--- config.mk ---
export PLATFORM = sky130hd
export DESIGN_NAME = imm_extend_pipe
export DESIGN_NICKNAME = d
export VERILOG_FILES = /design/src/rtl/imm_extend_pipe.sv
export SDC_FILE = /design/constraint.sdc
export NUM_CORES = 1
export LEC_CHECK = 0
export CORE_MARGIN = 2
export CORE_UTILIZATION = 40
export DETAILED_ROUTE_END_ITERATION = 10
export GPL_TIMING_DRIVEN = 0
export PLACE_DENSITY_LB_ADDON = 0.12
export SYNTH_ARGS = -nofsm -noshare
export SYNTH_HDL_FRONTEND = slang
export SYNTH_SLANG_ARGS = --single-unit
--- constraint.sdc ---
create_clock -name clk_i -period 1.3 [get_ports clk_i]
set_input_delay 0.26 -clock clk_i [delete_from_list [all_inputs] [get_ports clk_i]]
set_output_delay 0.26 -clock clk_i [all_outputs]
set_load 0.03 [all_outputs]
--- src/rtl/imm_extend_pipe.sv ---
// rtl/imm_extend_pipe.sv - registered immediate-extension stage with valid/ready handshake
// Define IMM_EXT_SKID_EN to add the skid register and registered ready_o.
module imm_extend_pipe #(
    parameter int IN_W  = 16,
    parameter int OUT_W = 32
) (
    input  logic             clk_i,
    input  logic             rst_i,
    input  logic             flush_i,
    input  logic             valid_i,
    output logic             ready_o,
    input  logic [IN_W-1:0]  data_i,
    input  logic [1:0]       mode_i,
    output logic             valid_o,
    input  logic             ready_i,
    output logic [OUT_W-1:0] data_o
);
    localparam int E = OUT_W - IN_W;

    typedef enum logic [1:0] {
        EMPTY = 2'd0,
        ONE   = 2'd1,
        TWO   = 2'd2
    } state_e;

    state_e           state_q, state_d;
    logic [OUT_W-1:0] out_q, out_d;
    logic [OUT_W-1:0] sext, ext;
    logic             accept, xfer;

    always_comb begin
        sext = {{E{data_i[IN_W-1]}}, data_i};
        case (mode_i)
            2'b00:   ext = sext;
            2'b01:   ext = {{E{1'b0}}, data_i};
            2'b10:   ext = {data_i, {E{1'b0}}};
            default: ext = {sext[OUT_W-3:0], 2'b00};
        endcase
    end

    assign accept  = valid_i && ready_o;
    assign xfer    = valid_o && ready_i;
    assign valid_o = (state_q != EMPTY);
    assign data_o  = out_q;

`ifdef IMM_EXT_SKID_EN
    logic [OUT_W-1:0] skid_q, skid_d;
    logic             ready_q, ready_d;

    assign ready_o = ready_q;

    always_comb begin
        state_d = state_q;
        out_d   = out_q;
        skid_d  = skid_q;
        case (state_q)
            EMPTY: begin
                if (accept) begin
                    state_d = ONE;
                    out_d   = ext;
                end
            end
            ONE: begin
                if (accept && !xfer) begin
                    state_d = TWO;
                    skid_d  = ext;
                end else if (accept) begin
                    out_d = ext;
                end else if (xfer) begin
                    state_d = EMPTY;
                end
            end
            TWO: begin
                if (xfer) begin
                    state_d = ONE;
                    out_d   = skid_q;
                end
            end
            default: state_d = EMPTY;
        endcase
        // Flush wins over any same-cycle accept or transfer.
        if (flush_i) state_d = EMPTY;
        ready_d = (state_d != TWO);
    end

    always_ff @(posedge clk_i or negedge rst_i) begin
        if (!rst_i) begin
            state_q <= EMPTY;
            out_q   <= '0;
            skid_q  <= '0;
            ready_q <= 1'b1;
        end else begin
            state_q <= state_d;
            out_q   <= out_d;
            skid_q  <= skid_d;
            ready_q <= ready_d;
        end
    end
`else
    assign ready_o = !valid_o || ready_i;

    always_comb begin
        state_d = state_q;
        out_d   = out_q;
        if (accept) begin
            state_d = ONE;
            out_d   = ext;
        end else if (xfer) begin
            state_d = EMPTY;
        end
        if (flush_i) state_d = EMPTY;
    end

    always_ff @(posedge clk_i or negedge rst_i) begin
        if (!rst_i) begin
            state_q <= EMPTY;
            out_q   <= '0;
        end else begin
            state_q <= state_d;
            out_q   <= out_d;
        end
    end
`endif

endmodule

# [After elaboration in Yosys (flattened, before gate mapping)]
# Cells that the tools add are included.
[word_totals] output_inout_bits=34 regBits=34 wordCells=15
[classes] mux=4 reduce_logical=7 n_eq_ne=2
[ops] operator="case mux 32 bit (3 select lines)" n=1
[ops] operator="2-to-1 mux 2 bit" n=3
[ops] operator="nonzero test 3 bit" n=1
[ops] operator="== test 2 x 1 -> 1 bit (second input constant)" n=1
[ops] operator="== test 2 bit (second input constant)" n=1
[ops] operator="logical AND 1 bit" n=2
[ops] operator="zero test 2 bit" n=1
[ops] operator="nonzero test 2 bit" n=1
[ops] operator="zero test 1 bit" n=1
[ops] operator="logical OR 1 bit" n=1

# [Depth between registers and ports, before layout]
# Gate-level depths: netlist (run 1).
[logic_depth] word_depth=6 mapped_depth=6 mapped_depth_nobuf=4

# [Least setup slack after synthesis (run 1)]
# No wires, ideal clock.
[synth_path] path_type="register to register" start="register state_q[0]" end="register out_q[17] (netlist: data_o[17])" path_stages_with_launch=6 path_slack_ns=-0.094 setup_ns=0.126 arrival_time_ns=1.268 cell_sequence="dfrtp_1 -> nor2b_1 -> buf_6 -> a211oi_4 -> buf_6 -> a2bb2oi_1"
[synth_between] elab_chain_len=4
[synth_lines] item="from (decl)" line_no="26" source="state_e state_q, state_d;"
[synth_lines] item="from (signal assigned)" line_no="119" source="state_q <= state_d;"
[synth_lines] item="nonzero test 2 bit" line_no="43" source="assign valid_o = (state_q != EMPTY);"
[synth_lines] item="zero test 1 bit" line_no="100" source="assign ready_o = !valid_o || ready_i;"
[synth_lines] item="logical OR 1 bit" line_no="100"
[synth_lines] item="logical AND 1 bit" line_no="41" source="assign accept = valid_i && ready_o;"
[synth_lines] item="to (signal assigned)" line_no="120" source="out_q <= out_d;"
[synth_lines] item="to (decl)" line_no="27" source="logic [OUT_W-1:0] out_q, out_d;"
# Every way passes these cells.
# A chain may end at the register's enable or synchronous reset.

# [Worst setup path in the final report (run 1)]
[layout_path] start="register state_q[0]" end="output port ready_o"
[layout_between] elab_chain_len=3
[layout_lines] item="nonzero test 2 bit" line_no="43"
[layout_lines] item="zero test 1 bit" line_no="100"
[layout_lines] item="logical OR 1 bit" line_no="100"
[layout_lines] item="to (decl)" line_no="11" source="output logic ready_o,"
# Every way passes these cells.

==> results of run 1 <==
==> how the worst min path moves through the flow <==
stage                                   endpoint  slack (ps)  depth (start not counted)
final                     data_o[14]$_DFFE_PN0P_         160                          1
after global routing       data_o[0]$_DFFE_PN0P_         230                          1
after CTS                 data_o[14]$_DFFE_PN0P_         200                          1
after detailed placement   data_o[0]$_DFFE_PN0P_         490                          2
after global placement    data_o[31]$_DFFE_PN0P_         490                          2
after floorplan            data_o[0]$_DFFE_PN0P_         -40                          0
==> final cells by class <==
class / instances / area (um2) / area share, %
repair buffers: 62 / 489 / 20.3
multi-input cells: 115 / 807 / 33.5
flip-flops and latches: 33 / 827 / 34.3
well taps: 50 / 62.6 / 2.60
plain buffers: 14 / 111 / 4.62
clock buffers: 8 / 80.1 / 3.32
inverters: 5 / 31.3 / 1.30
==> registers in the layout (all words and copies together), names as in the netlist <==
name	cells
state_q	1
data_o	32
==> layer usage <==
| metal | up-vias | global-route usage [%] | share of wire [%] |
|---|---|---|---|
| met5 | - | 0 | 0 |
| met4 | 0 | 8.00 | 1.5 |
| met3 | 7 | 3.78 | 4.9 |
| met2 | 44 | 34.2 | 51 |
| met1 | 746 | 28.3 | 43 |
| li1 | 740 | - | - |
==> cells by family (layout without fill, tap and decap cells) <==
kind of cell	after synthesis	after routing
and+or+nand+nor	33	33
DFF	33	33
buffers and inverters	20	89
muxes	1	1
AOI/OAI and AO/OA	81	81
==> critical path, cell delays in order, from the launching register on <==
cell and delay (ps):
dfrtp_2 400, nor2b_4 130, buf_8 140, inv_12 70
buf_8 110
==> power by group <==
group	switching [mW]	internal [mW]
Combinational	0.570	0.386
Sequential	0.0862	1.16
Clock	0.356	0.380
Total	1.01	1.92
==> synthesized netlist by cell type <==
cell,number
o41ai_1,2
inv_2,2
nor2b_1,26
a2bb2oi_1,14
nor2b_2,1
a22oi_1,1
o21ai_0,16
clkbuf_1,1
nor2_2,1
and2b_1,2
mux2_2,1
nand2_1,1
buf_6,3
o21ai_1,1
inv_1,3
a21oi_1,45
buf_2,6
o2111ai_1,1
and2_1,2
buf_4,4
dfrtp_1,33
clkbuf_2,1
a211oi_4,1
==> timing repair <==
item,in CTS,in global routing
pin swaps,1,9
setup buffers,2,3
setup endpoints to repair,87,58
resized for setup,74,63
endpoints found under the hold margin,0,0
gates cloned,0,2
==> through the flow <==
| step | setup WS [ps] | cell area, um2 | instances | power [mW] | setup TNS [ps] |
|---|---|---|---|---|---|
| finish | -94.7 | 2410 | 287 | 2.94 | -268 |
| global route | -135 | 2410 | 287 | 3.07 | -1940 |
| CTS | -141 | 2370 | 282 | 2.90 | -141 |
| detailed placement | -897 | 2280 | 273 | 2.24 | -35780 |
| global placement | -876 | 2280 | 273 | 2.22 | -31140 |
| floorplan | 8.51 | 1670 | 168 | 1.79 | 0 |
==> flow_metrics.tcl, run 1 <==
set metrics [dict create \
    status "finished with violations" \
    violations "setup timing" \
    num_rows 23 \
    grt_max_degree 34 \
    yosysUniqueCellTypes 23 \
    dieArea_um2 4670 \
    crit_path_end "ready_o" \
    drt-initial-drc-count 75 \
    post-route-period-util_pct 107 \
    num_vias 1537 \
    rrSetupSlack_ps -30 \
    final_common_cell "a21oi_1" \
    tritoncts "done" \
    synth_compound_area_share_pct 29.4 \
    cts.sinks 33 \
    power.density_nw_per_um2 1220 \
    r2r_start "state_q[0]$_DFFE_PN0P_" \
    diodes 0 \
    worstSetupPathType "flop to output port" \
    grt_use_total_pct 21.2 \
    setup_viol 13 \
    synth_xor_area_share_pct 0 \
    die_w_um 68.3 \
    vdd_drop_max_uv 716 \
    first_global_vias 1518 \
    postLayoutCoreUtil_pct 60.2 \
    netlist_instances 168 \
    fin_skew_ps 3.56 \
    fmax_mhz 717 \
    clk_latency_ps 290 \
    grt_pass1_wl_mm 7.26 \
    ant_nets 0 \
    final_cell_mix "a21oi_1 (45), dfrtp_1 (32), nor2b_1 (25)" \
    synth_simple_gate_area_share_pct 12.6 \
    min_path_type "input port to async pin" \
    synth_mux_area_share_pct 0.681 \
    cp-end-kind "output port" \
    drive_gt1_share_pct 30.8 \
    crit_arrival_ps 1130 \
    via_per_inst 5.36 \
    io_buffers 55 \
    fill_cells 361 \
    synthesis.nets 191 \
    start_kind "flop" \
    fin_hold_ws_ps 164 \
    synth_top_area_share_pct 49.9 \
    yosysSeqAreaShare_pct 49.9 \
    synth_fa_ha_area_share_pct 0 \
    overflow 0 \
    cts_hold_buf 0 \
    relSlewSlack_pct 44.2 \
    synth-seq-cells 33 \
    clockBufferDepth 2 \
    startpoint "state_q[0]$_DFFE_PN0P_" \
    r2r-end "data_o[19]$_DFFE_PN0P_" \
    tightest_slew_ps 837 \
    final_nets 259 \
    clk_pin_slew_worst_paths_ps 70 \
    rsz0062_at_grt "yes" \
    syn-cell-area_um2 1650 \
    clockRootBuffer "clkbuf_8" \
    yosys_warnings 0 \
    maxCapViolCount 0 \
    core_region_area_um2 4000 \
    die_y_um 68.3 \
    firstDrtPassIters 4 \
    wire_per_inst_um 15.8 \
    grt_antenna_before_repair 0 \
    gp_congestion 0.900 \
    htreeDepth 2 \
    initial_utilization_pct 41.4 \
    cp_max_fo 9 \
    area_delta_synth_final_pct 45.6 \
    synth_top_family_by_area "compound AO/OA/AOI/OAI gates" \
    routed_wl_mm 4.54 \
    timing.final.ws_setup_ps -94.7 \
    period_minus_slack_ps 1390 \
    rr_worst_depth 5 \
    drv_slew 0 \
    leakage_nw 1.04 \
    yosysTopAreaCell "dfrtp_1" \
    dpl.hpwl_mm 3.32 \
    synth_area_per_cell_um2 9.85 \
    pin_count 57 \
    hold_viol_final 0 \
    drc 0 \
    cts_buffers 5 \
    yosys-top-cells-area "dfrtp_1 (50%), a21oi_1 (14%), nor2b_1 (9.8%)" \
    required_ps 1040 \
]
(Power assumes the default switching activity.)
==> run 2, diff against run 1 <==
- CORE_UTILIZATION: 40 -> 23
- SLEW_MARGIN: not set -> 10
==> run 2 against run 1 <==
  * The flow still finishes with violations (setup timing)
  * Global-route usage decreased by 7.7 points
  * Sequential power about the same
  * Clock power increased by 7.2%
  * Non-clock buffer count rose by 1
  * Count of clock-buffer cells in the layout is 1 lower
  * Worst setup slack better by 9.5 ps
  * Clock skew barely moved
  * Hold slack lost 110 ps
  * Via count fell by 2.6%
  * Die area grew 69%
  * First-iteration DRC count shrank 32%
  * Fmax grew 0.69%
  * Critical endpoint unchanged
==> flow_metrics.tcl, run 2 (synthesized netlist as in run 1, its figures left out) <==
set metrics [dict create \
    routed_wl_mm 5.11 \
    htreeDepth 2 \
    gp_congestion 0.700 \
    drc 0 \
    startpoint "state_q[0]$_DFFE_PN0P_" \
    rsz0062_at_grt "yes" \
    cp_max_fo 9 \
    final_nets 260 \
    pre_cts_ws_ps -929 \
    min_path_type "input port to async pin" \
    overflow 0 \
    die_w_um 88.8 \
    hold_viol_final 0 \
    timing.final.ws_setup_ps -85.1 \
    crit_family "flip-flops" \
    drt-initial-drc-count 51 \
    pin_count 57 \
    worstSetupPathType "flop to output port" \
    dieArea_um2 7890 \
    num_rows 30 \
    tritoncts "done" \
    fin_hold_ws_ps 52.6 \
    status "finished with violations" \
    maxCapViolCount 0 \
    cts.sinks 33 \
    crit_cells 3 \
    path_cells "nor2b_4, inv_12, buf_8" \
    clockRootBuffer "clkbuf_8" \
    num_vias 1497 \
    clockBufferDepth 2 \
    firstDrtPassIters 4 \
    leakage_nw 1.03 \
    clk_pin_slew_worst_paths_ps 70 \
    crit_arrival_ps 1130 \
    drv_slew 0 \
    final_cell_mix "a21oi_1 (45), dfrtp_1 (32), clkbuf_2 (25), nor2b_1 (25)" \
    clk_latency_ps 280 \
    wire_per_inst_um 15.4 \
    postLayoutCoreUtil_pct 34.6 \
    fin_skew_ps 3.58 \
    area_delta_synth_final_pct 43.6 \
    cts_buffers 5 \
    dpl.hpwl_mm 3.60 \
    diodes 0 \
    ant_nets 0 \
    io_buffers 55 \
    r2r-end "data_o[13]$_DFFE_PN0P_" \
    setup_tns_ps -843 \
    drive_gt1_share_pct 27.4 \
    cpMaxStageDelayCell "dfrtp_2" \
    start_kind "flop" \
    grt_antenna_before_repair 0 \
    critPathBufInv 2 \
    violations "setup timing" \
    required_ps 1040 \
    setup_viol 21 \
    post-route-period-util_pct 107 \
    tightest_slew_ps 772 \
    period_minus_slack_ps 1390 \
    first_global_vias 1501 \
    fmax_mhz 722 \
    finalPower_mw 2.92 \
    relSlewSlack_pct 48.5 \
    grt_max_degree 34 \
    die_y_um 88.8 \
    r2r_start "state_q[0]$_DFFE_PN0P_" \
    power.density_nw_per_um2 1230 \
    cp-end-kind "output port" \
    rrSetupSlack_ps -80 \
    largest_reg_flops 32 \
    rr_worst_depth 6 \
    cp_slowest_stage_delay_ps 360 \
    core_region_area_um2 6870 \
    final_common_cell "a21oi_1" \
    grt_pass1_wl_mm 7.96 \
    vdd_drop_max_uv 330 \
    initial_utilization_pct 24.1 \
    fill_cells 712 \
    via_per_inst 4.50 \
    grt_use_total_pct 13.5 \
]
-- run 2: changes by cell type in the layout (fill, tap and decap cells not counted), sizes merged --
| cell | change |
|---|---|
| dlymetal6s2s | +1 |
| clkbuf | -1 |
| dlygate4sd2 | -1 |
| buf | +2 |
| clkdlybuf4s50 | -1 |
-- run 2: stage by stage --
stage	cells	instance area (um2)
finish	333	2380
global route	333	2380
CTS	326	2440
detailed placement	319	2330
global placement	319	2340
floorplan	168	1670
-- run 2: area by class of cell --
class	instances	area, um2	share of cell area (%)
Buffer	13	90.1	3.79
Inverter	5	31.3	1.32
Clock buffer	7	86.3	3.63
Sequential cell	33	827	34.8
Multi-Input combinational cell	115	717	30.2
Timing Repair Buffer	64	504	21.2
Tap cell	96	120	5.06
-- run 2: worst max path at each step --
stage               slack [ps]                     end
floorplan                    9  data_o[17]$_DFFE_PN0P_
global placement          -950  state_q[0]$_DFFE_PN0P_
detailed placement        -930                 ready_o
CTS                       -150                 ready_o
global route              -130  data_o[13]$_DFFE_PN0P_
finish                     -90                 ready_o
-- run 2: metal layers --
layer | global-route usage [%] | vias up | share of wire, %
met1 | 19.0 | 718 | 48
met4 | 3.72 | 0 | 1.2
met2 | 20.4 | 43 | 45
li1 | - | 730 | -
met5 | 0 | - | 0
met3 | 3.73 | 6 | 5.6
-- run 2: power breakdown --
part	internal [mW]	switching, mW
combinational	0.345	0.553
sequential	1.16	0.0781
clock	0.420	0.369
-- run 2: timing repair --
action                                  in CTS  in global routing
setup buffers                                1                  8
endpoints found under the hold margin        0                  0
pin swaps                                    1                  0
gates resized for setup                     82                 32
hold buffers                                 0                  0
gates cloned                                 0                  0
endpoints found under the setup margin      58                 50
==> run 3, diff against run 2 <==
- CELL_PAD_IN_SITES_DETAIL_PLACEMENT: not set -> 1
- CELL_PAD_IN_SITES_GLOBAL_PLACEMENT: not set -> 2
- clock period: 1.3 -> 1.35 ns (I/O delays scaled with it)
==> run 3 against run 2 <==
  * The run still ends with setup timing left
  * Sequential power is 5% lower
  * Clock skew is 1.8 ps higher
  * Count of clock-buffer cells in the layout grew 1
  * Clock power fell by 8.6%
  * Total power fell by 2.1%
  * Via count rose by 3.6%
  * Largest power group unchanged
==> flow_metrics.tcl, run 3 (synthesized netlist as in run 1, its figures left out) <==
set metrics [dict create \
    status "finished with violations" \
    violations "setup timing" \
    period_minus_slack_ps 1400 \
    required_ps 1520 \
    setup_tns_ps -725 \
    clk_latency_ps 280 \
    routed_wl_mm 5.51 \
    cp_max_fo 8 \
    dpl.hpwl_mm 4.02 \
    fin_skew_ps 5.43 \
    gp_congestion 0.771 \
    rsz0062_at_grt "yes" \
    final_common_cell "a21oi_1" \
    io_buffers 55 \
    clockRootBuffer "clkbuf_8" \
    num_rows 30 \
    die_w_um 88.8 \
    relSlewSlack_pct 50.4 \
    num_vias 1551 \
    drv_slew 0 \
    clk_pin_slew_worst_paths_ps 70 \
    grt_pass1_wl_mm 8.38 \
    leakage_nw 1.09 \
    overflow 0 \
    timing.final.ws_setup_ps -50.7 \
    core_region_area_um2 6870 \
    clockBufferDepth 2 \
    grt_use_total_pct 14.2 \
    cpMaxStageDelayCell "dfrtp_2" \
    grt_antenna_before_repair 0 \
    wire_per_inst_um 16.4 \
    maxCapViolCount 0 \
    power.density_nw_per_um2 1110 \
    ff_latch_area_um2 827 \
    htreeDepth 2 \
    placed_area_um2 2320 \
    drive_gt1_share_pct 19.2 \
    crit_arrival_ps 1570 \
    tightest_slew_ps 744 \
    placed_cells 319 \
    grt_max_degree 34 \
    pin_count 57 \
    r2r-end "data_o[25]$_DFFE_PN0P_" \
    drt-initial-drc-count 46 \
    diodes 0 \
    min_path_type "input port to async pin" \
    r2r_start "state_q[0]$_DFFE_PN0P_" \
    initial_utilization_pct 24.1 \
    cpMostUsedCell "buf_6" \
    cts.sinks 33 \
    largest_reg_flops 32 \
    rr_worst_depth 7 \
    cts_buffers 5 \
    area_delta_synth_final_pct 55.3 \
    setup_viol 23 \
    vdd_drop_max_uv 404 \
    fill_cells 795 \
    tritoncts "done" \
    path_cells "nor2b_4, buf_12, buf_6, a211oi_4, buf_6, buf_6, a2bb2oi_1" \
    ant_nets 0 \
    fmax_mhz 714 \
    cp-end-kind "flop" \
    final_area_um2 2570 \
    worstSetupPathType "flop to flop" \
    firstDrtPassIters 4 \
    die_y_um 88.8 \
    dieArea_um2 7890 \
    via_per_inst 4.62 \
    fin_cells 336 \
    first_global_vias 1651 \
    drc 0 \
    hold_viol_final 0 \
    start_kind "flop" \
    rrSetupSlack_ps -50 \
    multi_input_area_um2 751 \
    final_nets 262 \
    pre_cts_ws_ps -869 \
    final_cell_mix "a21oi_1 (40), dfrtp_1 (32), nor2b_1 (25)" \
    cp_slowest_stage_delay_ps 400 \
    post-route-period-util_pct 104 \
]
-- run 3: how the worst max path moves through the flow --
stage,start,endpoint,slack (ps),depth (start not counted)
after global placement,ready_i,ready_o,-880,6
after global routing,state_q[0]$_DFFE_PN0P_,data_o[28]$_DFFE_PN0P_,-110,7
after CTS,state_q[0]$_DFFE_PN0P_,ready_o,-130,4
after floorplan,state_q[0]$_DFFE_PN0P_,ready_o,40,4
after detailed placement,ready_i,ready_o,-870,6
final,state_q[0]$_DFFE_PN0P_,data_o[25]$_DFFE_PN0P_,-50,7
-- run 3: area by class of cell --
class | count | share of cell area, %
buffer | 13 | 4.04
sequential | 33 | 32.2
timing repair buffer | 66 | 25.5
inverter | 5 | 1.22
multi-input combinational | 115 | 29.2
tap | 96 | 4.68
clock buffer | 8 | 3.12
-- run 3: power breakdown --
| part | leakage (nW) | total [mW] | internal [mW] | switching, mW |
|---|---|---|---|---|
| clock | 0.0395 | 0.721 | 0.366 | 0.355 |
| sequential | 0.386 | 1.18 | 1.11 | 0.0684 |
| combinational | 0.660 | 0.957 | 0.396 | 0.561 |
-- run 3: routing by layer --
metal  global-route usage, %  vias to the layer above  part of all wire [%]
met3                    3.45                        7                   4.0
met1                    18.7                      766                    47
met4                    3.72                        0                  0.83
li1                        -                      736                     -
met5                       0                        -                     0
met2                    23.4                       42                    48
-- run 3: timing repair --
action,CTS,global route
endpoints found under the hold margin,0,0
pin swaps,1,0
buffers inserted,2,7
resized for setup,48,40
setup endpoints to repair,54,38
hold buffers,0,0
gates cloned,0,2
-- run 3: worst max-delay path: cells and delay by family (launching register included) --
family	cells	cell delay (ps)
DFF	1	400
AOI/OAI and AO/OA	2	220
buffers and inverters	4	530
and+or+nand+nor	1	130
-- run 3: per-stage QoR --
step / hold WS (ps) / util [%] / power [mW]
global route: 111 / 37.4 / 3.02
global placement: 495 / 33.9 / 2.16
detailed placement: 393 / 33.8 / 2.17
floorplan: -25.6 / - / 1.72
finish: 51.9 / 37.4 / 2.86
CTS: 83.4 / 34.7 / 2.82
